### src/rtl/proc_trace_pkg.sv
// Shared types for the processor register trace capture block.
// Holds the capture FSM states and buffer mode encodings.
package proc_trace_pkg;

    typedef enum logic [1:0] {
        IDLE  = 2'd0,
        ARMED = 2'd1,
        DONE  = 2'd2
    } state_e;

    localparam logic MODE_STOP = 1'b0;
    localparam logic MODE_CIRC = 1'b1;

endpackage

### src/rtl/trace_ram.sv
// Simple dual-port snapshot store, synchronous write and registered read.
// A read of the address being written returns the pre-write contents.
module trace_ram #(
    parameter int DEPTH = 16,
    parameter int WIDTH = 144,
    localparam int AW = $clog2(DEPTH)
) (
    input  logic             clk_i,
    input  logic             rst_i,
    input  logic             we_i,
    input  logic [AW-1:0]    waddr_i,
    input  logic [WIDTH-1:0] wdata_i,
    input  logic             re_i,
    input  logic [AW-1:0]    raddr_i,
    output logic [WIDTH-1:0] rdata_o
);

    logic [WIDTH-1:0] mem_q [DEPTH];
    logic [WIDTH-1:0] rdata_q;

    always_ff @(posedge clk_i) begin
        if (we_i) begin
            mem_q[waddr_i] <= wdata_i;
        end
    end

    always_ff @(posedge clk_i) begin
        if (rst_i) begin
            rdata_q <= '0;
        end else if (re_i) begin
            rdata_q <= mem_q[raddr_i];
        end
    end

    assign rdata_o = rdata_q;

endmodule

### src/rtl/reg_trace_capture.sv
// Register trace buffer: snapshots all GPRs with a cycle stamp whenever
// the trigger register changes; stop-when-full or circular storage.
module reg_trace_capture
    import proc_trace_pkg::*;
#(
    parameter int DATA_W   = 16,
    parameter int NUM_REGS = 8,
    parameter int DEPTH    = 16,
    parameter int TRIG_REG = 7,
    parameter int STAMP_W  = 16
) (
    input  logic                       Clock,
    input  logic                       Resetn,
    input  logic                       Run,
    input  logic                       Clr,
    input  logic                       Mode,
    input  logic [STAMP_W-1:0]         Limit,
    input  logic [NUM_REGS*DATA_W-1:0] Regs,
    input  logic                       RdEn,
    output logic                       RdValid,
    output logic [NUM_REGS*DATA_W-1:0] RdData,
    output logic [STAMP_W-1:0]         RdStamp,
    output logic [$clog2(DEPTH):0]     Count,
    output logic                       Full,
    output logic                       Overflow,
    output logic                       Done
);

    localparam int AW = $clog2(DEPTH);
    localparam int CW = AW + 1;
    localparam int RW = NUM_REGS * DATA_W;
    localparam int EW = RW + STAMP_W;
    localparam logic [CW-1:0] FULL_CNT = CW'(DEPTH);
    localparam logic [CW-1:0] CNT_ONE = CW'(1);
    localparam logic [AW-1:0] PTR_ONE = AW'(1);
    localparam logic [STAMP_W-1:0] STAMP_ONE = STAMP_W'(1);

    state_e             state_q, state_d;
    logic [STAMP_W-1:0] stamp_q, stamp_d;
    logic [DATA_W-1:0]  prev_q, prev_d;
    logic               first_q, first_d;
    logic [AW-1:0]      wr_ptr_q, wr_ptr_d;
    logic [AW-1:0]      rd_ptr_q, rd_ptr_d;
    logic [CW-1:0]      count_q, count_d;
    logic               ovf_q, ovf_d;
    logic               rd_valid_q;

    logic [DATA_W-1:0]  trig;
    logic               full, pop, ev, wr, ovw, drop, limit_hit;
    logic               ram_we, ram_re;
    logic [EW-1:0]      ram_rdata;

    assign trig = Regs[TRIG_REG*DATA_W +: DATA_W];
    assign full = (count_q == FULL_CNT);
    assign pop  = RdEn && (count_q != '0);
    assign ev   = (state_q == ARMED) && Run && (first_q || (trig != prev_q));
    // A same-edge pop frees a slot, so only an un-popped full buffer overflows.
    assign wr   = ev && ((Mode == MODE_CIRC) || !full || pop);
    assign ovw  = wr && full && !pop;
    assign drop = ev && !wr;
    assign limit_hit = (state_q == ARMED) && (Limit != '0) && (stamp_q == Limit);

    always_comb begin
        state_d  = state_q;
        stamp_d  = stamp_q;
        prev_d   = prev_q;
        first_d  = first_q;
        wr_ptr_d = wr ? wr_ptr_q + PTR_ONE : wr_ptr_q;
        rd_ptr_d = (pop || ovw) ? rd_ptr_q + PTR_ONE : rd_ptr_q;
        ovf_d    = ovf_q | drop | ovw;
        count_d  = count_q;
        if (wr && !pop && !ovw) begin
            count_d = count_q + CNT_ONE;
        end else if (pop && !wr) begin
            count_d = count_q - CNT_ONE;
        end
        unique case (state_q)
            IDLE: begin
                if (Run) begin
                    state_d = ARMED;
                    first_d = 1'b1;
                end
            end
            ARMED: begin
                if (Run) begin
                    prev_d  = trig;
                    first_d = 1'b0;
                    if (!limit_hit && (stamp_q != '1)) begin
                        stamp_d = stamp_q + STAMP_ONE;
                    end
                end
                if (drop || limit_hit) begin
                    state_d = DONE;
                end
            end
            default: ;
        endcase
    end

    always_ff @(posedge Clock) begin
        if (Resetn || Clr) begin
            state_q  <= IDLE;
            stamp_q  <= '0;
            prev_q   <= '0;
            first_q  <= 1'b0;
            wr_ptr_q <= '0;
            rd_ptr_q <= '0;
            count_q  <= '0;
            ovf_q    <= 1'b0;
        end else begin
            state_q  <= state_d;
            stamp_q  <= stamp_d;
            prev_q   <= prev_d;
            first_q  <= first_d;
            wr_ptr_q <= wr_ptr_d;
            rd_ptr_q <= rd_ptr_d;
            count_q  <= count_d;
            ovf_q    <= ovf_d;
        end
    end

    assign ram_we = wr && !Resetn && !Clr;
    assign ram_re = pop && !Resetn && !Clr;

    always_ff @(posedge Clock) begin
        if (Resetn) begin
            rd_valid_q <= 1'b0;
        end else begin
            rd_valid_q <= ram_re;
        end
    end

    trace_ram #(
        .DEPTH (DEPTH),
        .WIDTH (EW)
    ) u_ram (
        .clk_i   (Clock),
        .rst_i   (Resetn),
        .we_i    (ram_we),
        .waddr_i (wr_ptr_q),
        .wdata_i ({Regs, stamp_q}),
        .re_i    (ram_re),
        .raddr_i (rd_ptr_q),
        .rdata_o (ram_rdata)
    );

    assign RdValid  = rd_valid_q;
    assign RdData   = ram_rdata[EW-1:STAMP_W];
    assign RdStamp  = ram_rdata[STAMP_W-1:0];
    assign Count    = count_q;
    assign Full     = full;
    assign Overflow = ovf_q;
    assign Done     = (state_q == DONE);

endmodule

### config.mk
export PLATFORM = sky130hd
export DESIGN_NAME = reg_trace_capture
export DESIGN_NICKNAME = d
export VERILOG_FILES = /design/src/rtl/proc_trace_pkg.sv /design/src/rtl/trace_ram.sv /design/src/rtl/reg_trace_capture.sv
export SDC_FILE = /design/constraint.sdc
export NUM_CORES = 2
export LEC_CHECK = 0
export BUFFER_PORTS_ARGS = -buffer_cell sky130_fd_sc_hd__buf_2
export CELL_PAD_IN_SITES_DETAIL_PLACEMENT = 1
export CELL_PAD_IN_SITES_GLOBAL_PLACEMENT = 1
export CORE_MARGIN = 8
export CORE_UTILIZATION = 55
export CTS_BUF_LIST = sky130_fd_sc_hd__clkbuf_16
export CTS_CLUSTER_SIZE = 10
export DETAILED_ROUTE_END_ITERATION = 7
export GPL_TIMING_DRIVEN = 0
export PLACE_DENSITY = 0.87
export SLEW_MARGIN = 30
export SYNTH_ARGS = -nofsm -noshare
export SYNTH_HDL_FRONTEND = slang
export SYNTH_HIERARCHICAL = 1
export SYNTH_SLANG_ARGS = --single-unit
### constraint.sdc
create_clock -name Clock -period 30.5 [get_ports Clock]
set_input_delay 3.05 -clock Clock [delete_from_list [all_inputs] [get_ports Clock]]
set_output_delay 3.05 -clock Clock [all_outputs]
set_load 0.01 [all_outputs]
# Word level (Yosys, flattened, before mapping)
# Memory sizes are Yosys's and may differ from the RTL's. A register that Yosys moved wholly into a read port is not among the register bits.
# Cells that the tools add are included.
[totals]
ramBits = 2304
ff_bits = 50
in_bits = 150
memories = 1
output_inout_bits = 153
wordCells = 75
[memory_table]
columns = ["name", "depth", "width", "read_ports", "rd_clocked_by_memory_dff", "wr", "line", "source"]
rows = [
  ["u_ram.mem_q", 16, 144, 1, 1, 1, "trace_ram.sv:18", "logic [WIDTH-1:0] mem_q [DEPTH];"],
]
[op_classes]
bitwise = 2
add_sub_neg = 5
n_reduce_logical = 39
mux = 10
n_eq_ne = 9
[op_table]
columns = ["cell", "count"]
rows = [
  ["logical AND 1 bit", 17],
  ["adder 16 x 1 -> 16 bit, second input constant", 1],
  ["equality test 16 bit", 1],
  ["inequality test 16 bit", 1],
  ["inequality test 16 bit, second input constant", 1],
  ["nonzero test 16 bit", 1],
  ["2-to-1 mux 5 bit", 2],
  ["AND reduction 3 bit", 3],
  ["adder 4 x 1 -> 4 bit, second input constant", 2],
  ["logical NOT 1 bit", 7],
  ["logical OR 1 bit", 6],
  ["adder 5 x 1 -> 5 bit, second input constant", 1],
  ["equality test 5 bit, second input constant", 1],
  ["nonzero test 5 bit", 1],
  ["subtractor 5 x 1 -> 5 bit, second input constant", 1],
  ["2-to-1 mux 1 bit", 4],
  ["2-to-1 mux 2 bit", 2],
  ["inequality test 2 bit, second input constant", 2],
  ["case mux 2 bit (2 select lines)", 1],
  ["nonzero test 2 bit", 2],
  ["equality test 2 x 1 -> 1 bit, second input constant", 1],
  ["equality test 2 bit, second input constant", 1],
  ["logical NOT 2 bit", 1],
  ["inequality test 2 x 1 -> 1 bit, second input constant", 1],
  ["3 further kinds", 4],
]

# Longest topological paths before layout
[depth]
depth_word = 10
mapped_depth = 13
ltp_nobuf = 13

# Hierarchy
# Netlist, hierarchy kept.
[by_module_without_submodules]
columns = ["mod", "cells_each", "n_inst", "area_each_um2", "seq_area_each_um2"]
rows = [
  ["trace_ram", 4848, 1, 92443.7, 72069.1],
  ["reg_trace_capture", 338, 1, 2847.7, 1001.0],
]

# Worst setup path before layout
# Ideal clock, no wire load.
[synth_timing]
kind = "in2reg"
startpoint = "in Run"
endpoint = "mem u_ram.mem_q[0][0] (enable)"
stages = 6
arrival_time_ns = 14.074
required_time_ns = 29.676
n_path_buf = 1
setup_ns = 0.824
setup_slack_ns = 15.602
path_cell_list = "and3b_1 > buf_2 > o211ai_1 > nor2_1 > or3b_2 > nor3_1"
[synth_via]
elab_chain_len = 7
[synth_lines]
columns = ["item", "line", "source"]
rows = [
  ["start, declared", "reg_trace_capture.sv:14", "input logic Run,"],
  ["logical AND 1 bit (2 in a row)", "reg_trace_capture.sv:56", "assign ev = (state_q == ARMED) && Run && (first_q || (trig != prev_q));"],
  ["logical AND 1 bit", "reg_trace_capture.sv:58", "assign wr = ev && ((Mode == MODE_CIRC) || !full || pop);"],
  ["logical AND 1 bit (2 in a row)", "reg_trace_capture.sv:122", "assign ram_we = wr && !Resetn && !Clr;"],
  ["via ram_we", "reg_trace_capture.sv:50", "logic ram_we, ram_re;"],
  ["2-to-1 mux 1 bit", "trace_ram.sv:22", "if (we_i) begin"],
  ["2-to-1 mux 1 bit (not written as such)", "trace_ram.sv:23", "mem_q[waddr_i] <= wdata_i;"],
  ["end, declared", "trace_ram.sv:18", ""],
]
# The timed path passes the listed nets, and every way through them passes these cells.

# Final worst setup path
[layout_timing]
startpoint = "in Regs[127]"
endpoint = "mem u_ram.mem_q[4][84] (enable)"
[layout_via]
elab_chain_len = 8
[layout_lines]
columns = ["item", "line", "source"]
rows = [
  ["start, declared", "reg_trace_capture.sv:18", "input logic [NUM_REGS*DATA_W-1:0] Regs,"],
  ["inequality test 16 bit", "reg_trace_capture.sv:56", ""],
  ["logical OR 1 bit", "reg_trace_capture.sv:56", ""],
  ["logical AND 1 bit", "reg_trace_capture.sv:56", ""],
  ["logical AND 1 bit", "reg_trace_capture.sv:58", ""],
  ["logical AND 1 bit (2 in a row)", "reg_trace_capture.sv:122", ""],
  ["via ram_we", "reg_trace_capture.sv:50", ""],
  ["2-to-1 mux 1 bit", "trace_ram.sv:22", ""],
  ["2-to-1 mux 1 bit (not written as such)", "trace_ram.sv:23", ""],
]
# The timed path passes the listed nets, and every way through them passes these cells.

==> flow_metrics.tcl <==
set metrics [dict create \
    drt-pass1-iter-count 8 \
    numCtsBuffers 302 \
    post_drt_wl_per_cell_um 40.0 \
    cts_hold_buf 0 \
    slew_headroom_pct 28.3 \
    gp_congestion 0.798 \
    die_height_um 432 \
    cts_tree "done" \
    start_util_pct 55.4 \
    ys_ff_latch 2498 \
    clk_latency_ns 0.97 \
    antenna_found_initial 51 \
    cp-start-kind "primary input" \
    final_area_um2 113000 \
    clock_sinks 2498 \
    synth_edf_count 2304 \
    tightest_slew_ns 1.08 \
    async_flop_share_pct 0 \
    synth_top_area_cell "edfxtp_1" \
    port_buffers 302 \
    drv_slew 0 \
    ys_seq_area_share_pct 76.7 \
    netlist-cell-type-count 64 \
    drt-initial-drc-count 8663 \
    finalSetupViolations 0 \
    post_cts.repair.setup_buffers 0 \
    root_buffer "clkbuf_16" \
    routed_wl_um 343000 \
    ant_nets 0 \
    ys_warn_count 6 \
    grt_setup_unrepaired "false" \
    end_kind "register" \
    ys.flop_type "edfxtp_1" \
    nets 6199 \
    regToRegSetupSlack_ns 26.01 \
    track_usage_pct 35.8 \
    finalHoldViolCount 0 \
    synthesis.nets 5343 \
    drc 0 \
    synthesis.area_um2 95300 \
    finalPower_mw 7.21 \
    clkTransAtPathRegs_ns 0.05 \
    vias_per_cell 6.92 \
    p_leak_nw 37.2 \
    max_freq_ghz 0.150 \
    rows 152 \
    final_layout_size_suffix_gt1_share_pct 22.5 \
    io_pins 303 \
    core_um2 172000 \
    grt_max_degree 24 \
    maxCapViolCount 0 \
    clk_path_buf_depth 4 \
    synth_area_leaders "edfxtp_1 73%, mux2i_1 7.5%, mux4_2 5.3%" \
    via_count 59500 \
    cts.htree.levels 5 \
    fin_crit_ns 6.66 \
    cellPowerDensity_nw_per_um2 63.8 \
    syn_to_final_growth_pct 18.6 \
    crit_required_ns 31.18 \
    hp-class "reg -> reg" \
    placed_area_um2 104000 \
    cts_resized 0 \
    cp.arrival_ns 7.35 \
    finalCritPeriodShare_pct 21.8 \
    synth.avg_cell_area_um2 18.4 \
    crit_path_max_fanout 18 \
    hpwl_um 204000 \
    syn_inst 5186 \
    fin_skew_ns 0.0754 \
    dieArea_um2 187000 \
    globalRouteOverflowTotal 0 \
    ir_drop_mv 0.0639 \
    grt_pass1_vias 63700 \
    run_status "finished clean" \
    grt_first_pass_wirelength_um 477000 \
    synth_top_area_share_pct 72.6 \
    path_class "in -> reg" \
    die_x_um 432 \
    fin_setup_tns_ns 0 \
]
placed cells by master, fill, tap and decap left out, types with 10 or more instances in the layout:
master / n
xnor2_1: 13
buf_16: 123
mux4_2: 224
diode_2: 37
mux2_2: 109
nor2_1: 74
o22ai_1: 56
clkbuf_1: 99
inv_1: 197
nor3_1: 63
dfxtp_1: 191
buf_1: 23
nand4_1: 13
xor2_1: 25
nand3_1: 268
clkbuf_16: 308
mux2i_1: 710
a21oi_1: 200
buf_6: 34
a22oi_1: 176
o21ai_0: 10
nand2_1: 322
edfxtp_1: 2304
nor2_4: 12
buf_4: 157
buf_2: 387
synth_stat cells, drive strengths merged (13+ instances only):
cell / n
edfxtp: 2304
mux2i: 710
nand2: 323
nand3: 269
mux4: 224
a21oi: 200
dfxtp: 194
buf: 184
a22oi: 176
mux2: 112
clkbuf: 104
nor2: 87
nor3: 69
o22ai: 57
xor2: 25
nand4: 13
nor4: 13
o21ai: 13
xnor2: 13
sequential cells by signal, summed over array words and instances, names as in the netlist:
name           count
u_ram/mem_q     2304
u_ram/rdata_o    144
prev_q            16
stamp_q           16
Count              5
rd_ptr_q           4
wr_ptr_q           4
state_q            2
Overflow           1
RdValid            1
first_q            1
critical path, cell delays in order:
cell	delay, ns
buf_2	0.39
xor2_1	0.18
nor4_1	0.66
nand3_1	0.39
o211ai_1	0.70
nor2_1	0.22
nand3b_1	0.42
nor3_2	0.18
buf_4	0.25
buf_6	0.16
buf_4	0.18
buf_6	0.16
buf_4	0.18
buf_4	0.18
logic make-up after synthesis:
family                     share of synthesized area, %
AOI/OAI and AO/OA                                  3.14
and+or+nand+nor                                    4.00
buffers and inverters                              1.66
xor gates and xnor gates                          0.349
muxes                                              14.1
DFF                                                76.7
adders and majority gates                        0.0998
final cells by class:
| type | instances | area [um2] |
|---|---|---|
| Clock inverter | 201 | 855 |
| Fill cell | 14400 | 59000 |
| Multi-Input combinational cell | 2390 | 20800 |
| Tap cell | 2310 | 2890 |
| Clock buffer | 308 | 7710 |
| Sequential cell | 2498 | 73100 |
| Buffer | 288 | 1550 |
| Inverter | 10 | 37.5 |
| Antenna cell | 37 | 92.6 |
| Timing Repair Buffer | 552 | 6010 |
path summary, 6_finish.rpt:
kind	startpoint	to	cells past startpoint
worst min-delay path	u_ram/rdata_o[83]$_SDFFE_PP0P_	u_ram/rdata_o[83]$_SDFFE_PP0P_	2
worst min register to register	u_ram/rdata_o[83]$_SDFFE_PP0P_	u_ram/rdata_o[83]$_SDFFE_PP0P_	2
worst max register to register	prev_q[15]$_SDFFE_PP0P_	u_ram/mem_q[4][84]$_DFFE_PP_	13
worst max-delay path	Regs[127]	u_ram/mem_q[4][84]$_DFFE_PP_	14
power by group:
group          switching (mW)  total (mW)  internal (mW)
registers             0.00747        3.74           3.74
clock network            1.43        3.25           1.82
logic                   0.144       0.209         0.0648
per-stage QoR:
step | instances | hold WS (ns) | worst slack [ns] | utilization, %
2_1_floorplan | 5186 | 0.448 | 15.60 | -
3_3_place_gp | 7798 | 0.431 | 2.37 | 58.0
3_5_place_dp | 8048 | 0.448 | 23.28 | 60.7
4_1_cts | 8557 | 0.457 | 24.05 | 65.7
5_1_grt | 8576 | 0.492 | 23.92 | 65.7
6_report | 8594 | 0.450 | 23.84 | 65.7
metal layers:
| metal | global-route usage (%) | vias up | part of all wire, % |
|---|---|---|---|
| li1 | - | 22400 | - |
| met1 | 40.9 | 30300 | 32 |
| met2 | 60.9 | 5192 | 50 |
| met3 | 7.91 | 1548 | 10 |
| met4 | 23.8 | 26 | 8.1 |
| met5 | 0 | - | 0.063 |
Note: power is estimated with default switching activity, not from simulation.
